### src/rtl/uart_tx_arbiter.sv
// Round-robin arbiter that shares one UART transmitter among N_REQ requesters,
// launching each frame with a tx_intr pulse and acknowledging its completion.
module uart_tx_arbiter #(
    parameter int N_REQ         = 4,
    parameter int IDX_W         = 2,
    parameter int INTR_LEN      = 4,
    parameter int START_TIMEOUT = 16
) (
    input  logic                 clk,
    input  logic                 rst,
    input  logic [N_REQ-1:0]     req,
    input  logic [8*N_REQ-1:0]   req_data,
    output logic [N_REQ-1:0]     grant_ack,
    output logic                 tx_intr,
    output logic [7:0]           tx_data,
    input  logic                 tx_busy,
    output logic [IDX_W-1:0]     owner,
    output logic                 busy,
    output logic                 err_timeout
);

    localparam int CNT_MAX = (INTR_LEN > START_TIMEOUT) ? INTR_LEN : START_TIMEOUT;
    localparam int CNT_W   = $clog2(CNT_MAX + 1);
    localparam logic [CNT_W-1:0] INTR_LAST  = CNT_W'(INTR_LEN);
    localparam logic [CNT_W-1:0] START_LAST = CNT_W'(START_TIMEOUT - 1);
    localparam logic [IDX_W:0]   N_REQ_EXT  = (IDX_W+1)'(N_REQ);

    typedef enum logic [2:0] {
        IDLE,
        PULSE,
        WAIT_START,
        WAIT_END,
        DONE
    } state_t;

    state_t           state;
    logic [IDX_W-1:0] rr_ptr;
    logic [CNT_W-1:0] cnt;

    logic [IDX_W-1:0] win_idx;
    logic             win_found;
    logic [IDX_W:0]   cand;
    logic [7:0]       win_byte;

    // Scan rr_ptr+1, rr_ptr+2, ... wrapping at N_REQ; the extra bit keeps the sum from wrapping early.
    always_comb begin
        win_idx   = '0;
        win_found = 1'b0;
        cand      = '0;
        for (int i = 1; i <= N_REQ; i++) begin
            cand = {1'b0, rr_ptr} + (IDX_W+1)'(i);
            if (cand >= N_REQ_EXT) begin
                cand = cand - N_REQ_EXT;
            end
            if (!win_found && req[cand[IDX_W-1:0]]) begin
                win_found = 1'b1;
                win_idx   = cand[IDX_W-1:0];
            end
        end
    end

    always_comb begin
        win_byte = '0;
        for (int i = 0; i < N_REQ; i++) begin
            if (win_idx == IDX_W'(i)) begin
                win_byte = req_data[8*i +: 8];
            end
        end
    end

    always_ff @(posedge clk or posedge rst) begin
        if (rst) begin
            state       <= IDLE;
            rr_ptr      <= IDX_W'(N_REQ - 1);
            cnt         <= '0;
            tx_intr     <= 1'b0;
            tx_data     <= '0;
            grant_ack   <= '0;
            owner       <= '0;
            busy        <= 1'b0;
            err_timeout <= 1'b0;
        end else begin
            grant_ack   <= '0;
            err_timeout <= 1'b0;
            case (state)
                IDLE: begin
                    // A stale frame still on the line blocks the launch.
                    if (win_found && !tx_busy) begin
                        owner   <= win_idx;
                        tx_data <= win_byte;
                        tx_intr <= 1'b1;
                        cnt     <= CNT_W'(1);
                        busy    <= 1'b1;
                        state   <= PULSE;
                    end
                end
                PULSE: begin
                    if (cnt == INTR_LAST) begin
                        tx_intr <= 1'b0;
                        cnt     <= '0;
                        state   <= WAIT_START;
                    end else begin
                        cnt <= cnt + CNT_W'(1);
                    end
                end
                WAIT_START: begin
                    if (tx_busy) begin
                        state <= WAIT_END;
                    end else if (cnt == START_LAST) begin
                        // Request stays pending; rr_ptr=owner makes it retry after the others.
                        err_timeout <= 1'b1;
                        rr_ptr      <= owner;
                        busy        <= 1'b0;
                        state       <= IDLE;
                    end else begin
                        cnt <= cnt + CNT_W'(1);
                    end
                end
                WAIT_END: begin
                    if (!tx_busy) begin
                        grant_ack[owner] <= 1'b1;
                        state            <= DONE;
                    end
                end
                DONE: begin
                    rr_ptr <= owner;
                    busy   <= 1'b0;
                    state  <= IDLE;
                end
                default: begin
                    tx_intr <= 1'b0;
                    busy    <= 1'b0;
                    state   <= IDLE;
                end
            endcase
        end
    end

endmodule
### config.mk
export PLATFORM = sky130hd
export DESIGN_NAME = uart_tx_arbiter
export DESIGN_NICKNAME = d
export VERILOG_FILES = /design/src/rtl/uart_tx_arbiter.sv
export SDC_FILE = /design/constraint.sdc
export NUM_CORES = 1
export LEC_CHECK = 0
export CORE_MARGIN = 3
export CORE_UTILIZATION = 29
export CTS_CLUSTER_DIAMETER = 60
export DETAILED_ROUTE_END_ITERATION = 7
export PLACE_DENSITY = 0.66
export SYNTH_ARGS = -nofsm -noshare
export SYNTH_HDL_FRONTEND = slang
export SYNTH_SLANG_ARGS = --single-unit
### constraint.sdc
create_clock -name clk -period 2.21 [get_ports clk]
set_clock_uncertainty 0.2 [all_clocks]
set_input_delay 0.442 -clock clk [delete_from_list [all_inputs] [get_ports clk]]
set_output_delay 0.442 -clock clk [all_outputs]
set_load 0.005 [all_outputs]
[After elaboration in Yosys (flattened, before gate mapping)]
Index checks and enable logic that the tools add are counted.
Word-level totals
  flip-flop bits (word level): 27
  latch bits: 0
  bits in writable memories: 0
  memory bits (read-only): 0
  input port bits: 39
  output and inout bits: 17
  logic and storage cells: 118
  memories: 0
Operators by class
  $add $sub $neg: 9
  multipliers: 0
  divide/modulo/power cells: 0
  order comparisons: 10
  equal/unequal tests: 16
  shift operators: 0
  mux-type cells: 51
  bitwise operators: 2
  reduce and logical (&&, ||, !) cells: 21
Operators by type and width (number)
  two-way mux 8 bit: 4
  two-way mux 2 bit: 10
  two-way mux 5 bit: 4
  two-way mux 1 bit: 16
  < comparator 2 x 3 -> 1 bit, second input constant: 5
  two-way mux 3 bit: 5
  case mux 5 bit (3 select lines): 1
  >= comparator 3 bit, second input constant: 4
  != test 2 bit, second input constant: 6
  case mux 3 bit (4 select lines): 1
  AND reduction 4 bit: 3
  binary-select mux 1 bit (select 2 bit): 4
  two-way mux 4 bit: 2
  subtractor 2 x 1 -> 2 bit, second input constant: 4
  adder 2 x 2 -> 3 bit, second input constant: 2
  == test 3 x 2 -> 1 bit, second input constant: 2
  case mux 1 bit (3 select lines): 2
  AND reduction 3 bit: 2
  adder 5 x 1 -> 5 bit, second input constant: 1
  == test 5 x 3 -> 1 bit, second input constant: 1
  == test 5 x 4 -> 1 bit, second input constant: 1
  logical AND 1 bit: 5
  == test 2 bit, second input constant: 2
  zero test 1 bit: 4
  17 further kinds: 18

[Logic depth before layout (Yosys ltp)]
  word-level depth: 20
  depth in mapped cells: 8
  gate-level depth less buffers: 8

[Worst setup path after synthesis]
No wires, ideal clock.
  kind: reg-to-reg
  start: register cnt[0]
  end: register cnt[3]
  setup time: 0.110 ns
  arrival time: 1.626 ns
  data required time: 1.900 ns
  path slack: 0.274 ns
  cell stages (with the launch flop): 8
  path buffers: 0
  clock period less this slack: 1.936 ns
  cell sequence: dfrtp_1 > ha_1 > and3_1 > ha_1 > nor2_1 > a21o_1 > o21ai_2 > o41ai_1
Between the ends
  cells in the longest elaborated chain, start to end: 4
  elaborated cells between the ends (all ways): 9
  those cells by class: add/sub: 1; eq/ne: 3; mux: 4; reduce/logical: 1
Ends and longest elaborated chain
  start: declaration: line 38  | logic [CNT_W-1:0] cnt;
  start signal: assignment: line 103  | cnt <= cnt + CNT_W'(1);
  start signal: assignment: line 116  | cnt <= cnt + CNT_W'(1);
  adder 5 x 1 -> 5 bit: line 103, 116
  two-way mux 5 bit: line 109  | end else if (cnt == START_LAST) begin
  two-way mux 5 bit: line 107  | if (tx_busy) begin
  case mux 5 bit (3 select lines): line 85  | case (state)
Several ways; a longest one is shown, not always the timed one. The select of a mux whose other input is x is not followed.
A chain may end at the register's enable or synchronous reset.

[Worst setup path in the final report]
  start: input port req[3]
  end: register tx_data[0]
Between the ends
  cells in the longest elaborated chain, start to end: 17
  elaborated cells between the ends (all ways): 32
  those cells by class: eq/ne: 3; mux: 20; reduce/logical: 9
Ends and longest elaborated chain
  start: declaration: line 11  | input logic [N_REQ-1:0] req,
  binary-select mux 1 bit (select 2 bit): line 55  | if (!win_found && req[cand[IDX_W-1:0]]) begin
  two-way mux 1 bit (implied by the code): line 55
  two-way mux 1 bit: line 55
  zero test 1 bit: line 55
  logical AND 1 bit: line 55
  two-way mux 1 bit: line 55
  zero test 1 bit: line 55
  logical AND 1 bit: line 55
  two-way mux 1 bit: line 55
  zero test 1 bit: line 55
  logical AND 1 bit: line 55
  two-way mux 2 bit: line 55
  zero test 2 bit: line 65  | if (win_idx == IDX_W'(i)) begin
  two-way mux 8 bit (4 in series): line 65
  end signal: assignment: line 90  | tx_data <= win_byte;
  end: declaration: line 15  | output logic [7:0] tx_data,
Several ways; a longest one is shown, not always the timed one. The select of a mux whose other input is x is not followed.

==> flow_metrics.tcl <==
set metrics [dict create \
    cts_sinks 27 \
    antenna_found_initial 0 \
    pre_cts_slack_ns -0.319 \
    wire_per_inst_um 13.7 \
    dieArea_um2 6220 \
    setup_viol 0 \
    ys_types 42 \
    cts_buffers 3 \
    fin_crit_ns 2.09 \
    dp_hpwl_mm 3.13 \
    numPortBuffers 55 \
    yosysMostFrequentCell "dfrtp_1" \
    crit_chain "clkdlybuf4s50_1 > buf_4 > nand2_1 > a221oi_2 > buf_4 > mux2i_1 > a22oi_1" \
    grt_util_met3_pct 2.83 \
    critical_path_class "primary input to register" \
    cts_tree "done" \
    grt_usage_pct 13.7 \
    ys.flop_type "dfrtp_1" \
    yosysTopAreaCell "dfrtp_1" \
    max-vdd-ir-drop_mv 0.549 \
    cp_common_cell "buf_4" \
    synth.avg_cell_area_um2 9.63 \
    synthArstFlopShare_pct 100 \
    synth_cells 160 \
    ioPinCount 56 \
    grt_pass1_vias 1473 \
    worstPathMaxFanout 6 \
    slowest_stage "clkdlybuf4s50_1" \
    n_antenna_cell 0 \
    path_clk_slew_ns 0.10 \
    use_met1_pct 17.9 \
    drc 0 \
    worstSetupEndpointType "register" \
    fin_ws_ns 0.118 \
    core_um2 4910 \
    n_fill_cell 462 \
    root_buffer "clkbuf_8" \
    grt_max_degree 28 \
    drt_iter0_markers 67 \
    die_x_um 78.9 \
    met2_usage_pct 22.7 \
    grt_pass1_wl_mm 6.82 \
    synth_area_um2 1540 \
    synth-warning-count 0 \
    synth_nets 202 \
    drt_first_pass_iters 4 \
    utilization_pct 48.8 \
    area_growth_pct 55.6 \
    antenna_left 0 \
    status "finished, final reports clean" \
    rows 25 \
    crit_path_max_incr_delay_ns 0.57 \
    drive_gt1_share_pct 15.5 \
    fin_crit_sh_pct 94.7 \
    p_leak_nw 1.04 \
    startpoint_type "primary input" \
    hp-class "primary input to asynchronous set/reset pin" \
    p_per_area_nw_per_um2 1010 \
    ys_seq_area_share_pct 44.0 \
    via_per_inst 4.91 \
    tightest_slew_ns 0.499 \
    grt-ovfl-total 0 \
    fin_nets 276 \
    fmax_ghz 0.478 \
    place_congestion 0.865 \
    synth_top_cells_by_area "dfrtp_1 41%, nand2_1 5.6%, mux2i_1 5.2%" \
    cp_top_family "buffers and inverters" \
    netlist.area_leader.share_pct 40.6 \
    initial_core_util_pct 31.4 \
    clk_latency_ns 0.28 \
    crit_buf_inv 3 \
    num_vias 1474 \
    drv_cap 0 \
    dieHeight_um 78.9 \
    clockBufferDepth 2 \
    routed_wl_mm 4.12 \
    synth-edff-count 0 \
    relSlewSlack_pct 66.7 \
    finalHoldViolations 0 \
    placed_area_um2 2320 \
    top_usage_layer "met2" \
    finalInstanceArea_um2 2400 \
    htreeDepth 1 \
    slew_violations 0 \
    arrival_ns 2.05 \
    synthTopCellsByCount "25 x dfrtp_1, 23 x nand2_1, 12 x inv_1" \
    ys_ff_latch 27 \
    required_ns 2.17 \
    rsz0062_at_grt "false" \
]
## final timing paths
kind / start / endpoint / slack, ns / depth (start not counted)
max: req[3] / tx_data[0] / 0.12 / 7
min: rst / busy / 0.32 / 3
max reg2reg: cnt[1] / cnt[3] / 0.12 / 8
min reg2reg: tx_data[0] / tx_data[0] / 0.33 / 2
max in group asynchronous: rst / rr_ptr[1] / 1.19 / 3
min in group clk: tx_data[0] / tx_data[0] / 0.33 / 2
## power breakdown
part	switching (mW)	internal, mW
clock network	0.168	0.128
logic	0.571	0.696
registers	0.174	0.685
total	0.913	1.51
## logic make-up (layout without fill, tap and decap cells)
family | after synthesis | count (layout) | synth area share [%]
multiplexers | 9 | 9 | 5.93
buffers and inverters | 16 | 89 | 4.14
flip-flops | 27 | 27 | 44.0
AO/OA/AOI/OAI | 48 | 48 | 22.3
adder cells (fa/ha/maj) | 3 | 3 | 2.44
AND/OR/NAND/NOR | 57 | 57 | 21.2
## stage by stage
stage,TNS (ns),std cells,power [mW],hold slack (ns)
after floorplan,0,160,1.51,0.286
after global placement,-2.46,296,2.10,0.313
after detailed placement,-2.77,296,2.12,0.320
after CTS,0,300,2.44,0.326
after global routing,0,300,2.62,0.361
final,0,300,2.42,0.318
## tightest hold or removal path: cells and delay by family
kind     cells  cell delay (ns)
buf+inv      3             0.77
## sequential cells by signal, summed over array words and instances (netlist names)
register,count
owner,2
grant_ack,4
rr_ptr,2
state,3
busy,1
tx_data,8
err_timeout,1
tx_intr,1
cnt,5
## final cells by class
type                       instances  area, um^2  area share [%]
timing repair buffer              73         716            29.9
tap                               67        83.8            3.50
sequential                        27         678            28.3
inverter                          12        45.0            1.88
clock buffer                       3        41.3            1.72
multi-input combinational        117         825            34.4
clock inverter                     1        7.51           0.313
## repair_timing
item,CTS,global route
hold buffers,0,0
setup endpoints to repair,2,10
setup buffers,0,0
gates resized for setup,1,7
## layer usage
metal	part of all wire (%)	routed length [um]
met1	46	1880
met2	48	1960
met3	5.7	234
met4	0.97	40
met5	0	0
## layout by cell type (no fill, tap or decap), types with 4 or more instances in the layout
cell type	synthesis	final
buf_4	0	16
clkdlybuf4s50_1	0	53
a21oi_1	7	7
o21ai_0	9	8
mux2i_1	8	8
o221ai_1	8	8
nand2_1	23	23
a22oi_1	8	8
dfrtp_1	25	25
inv_1	12	12
nor3_1	4	4
nor2_1	10	8
No activity file was read; power rests on OpenSTA's default activity.
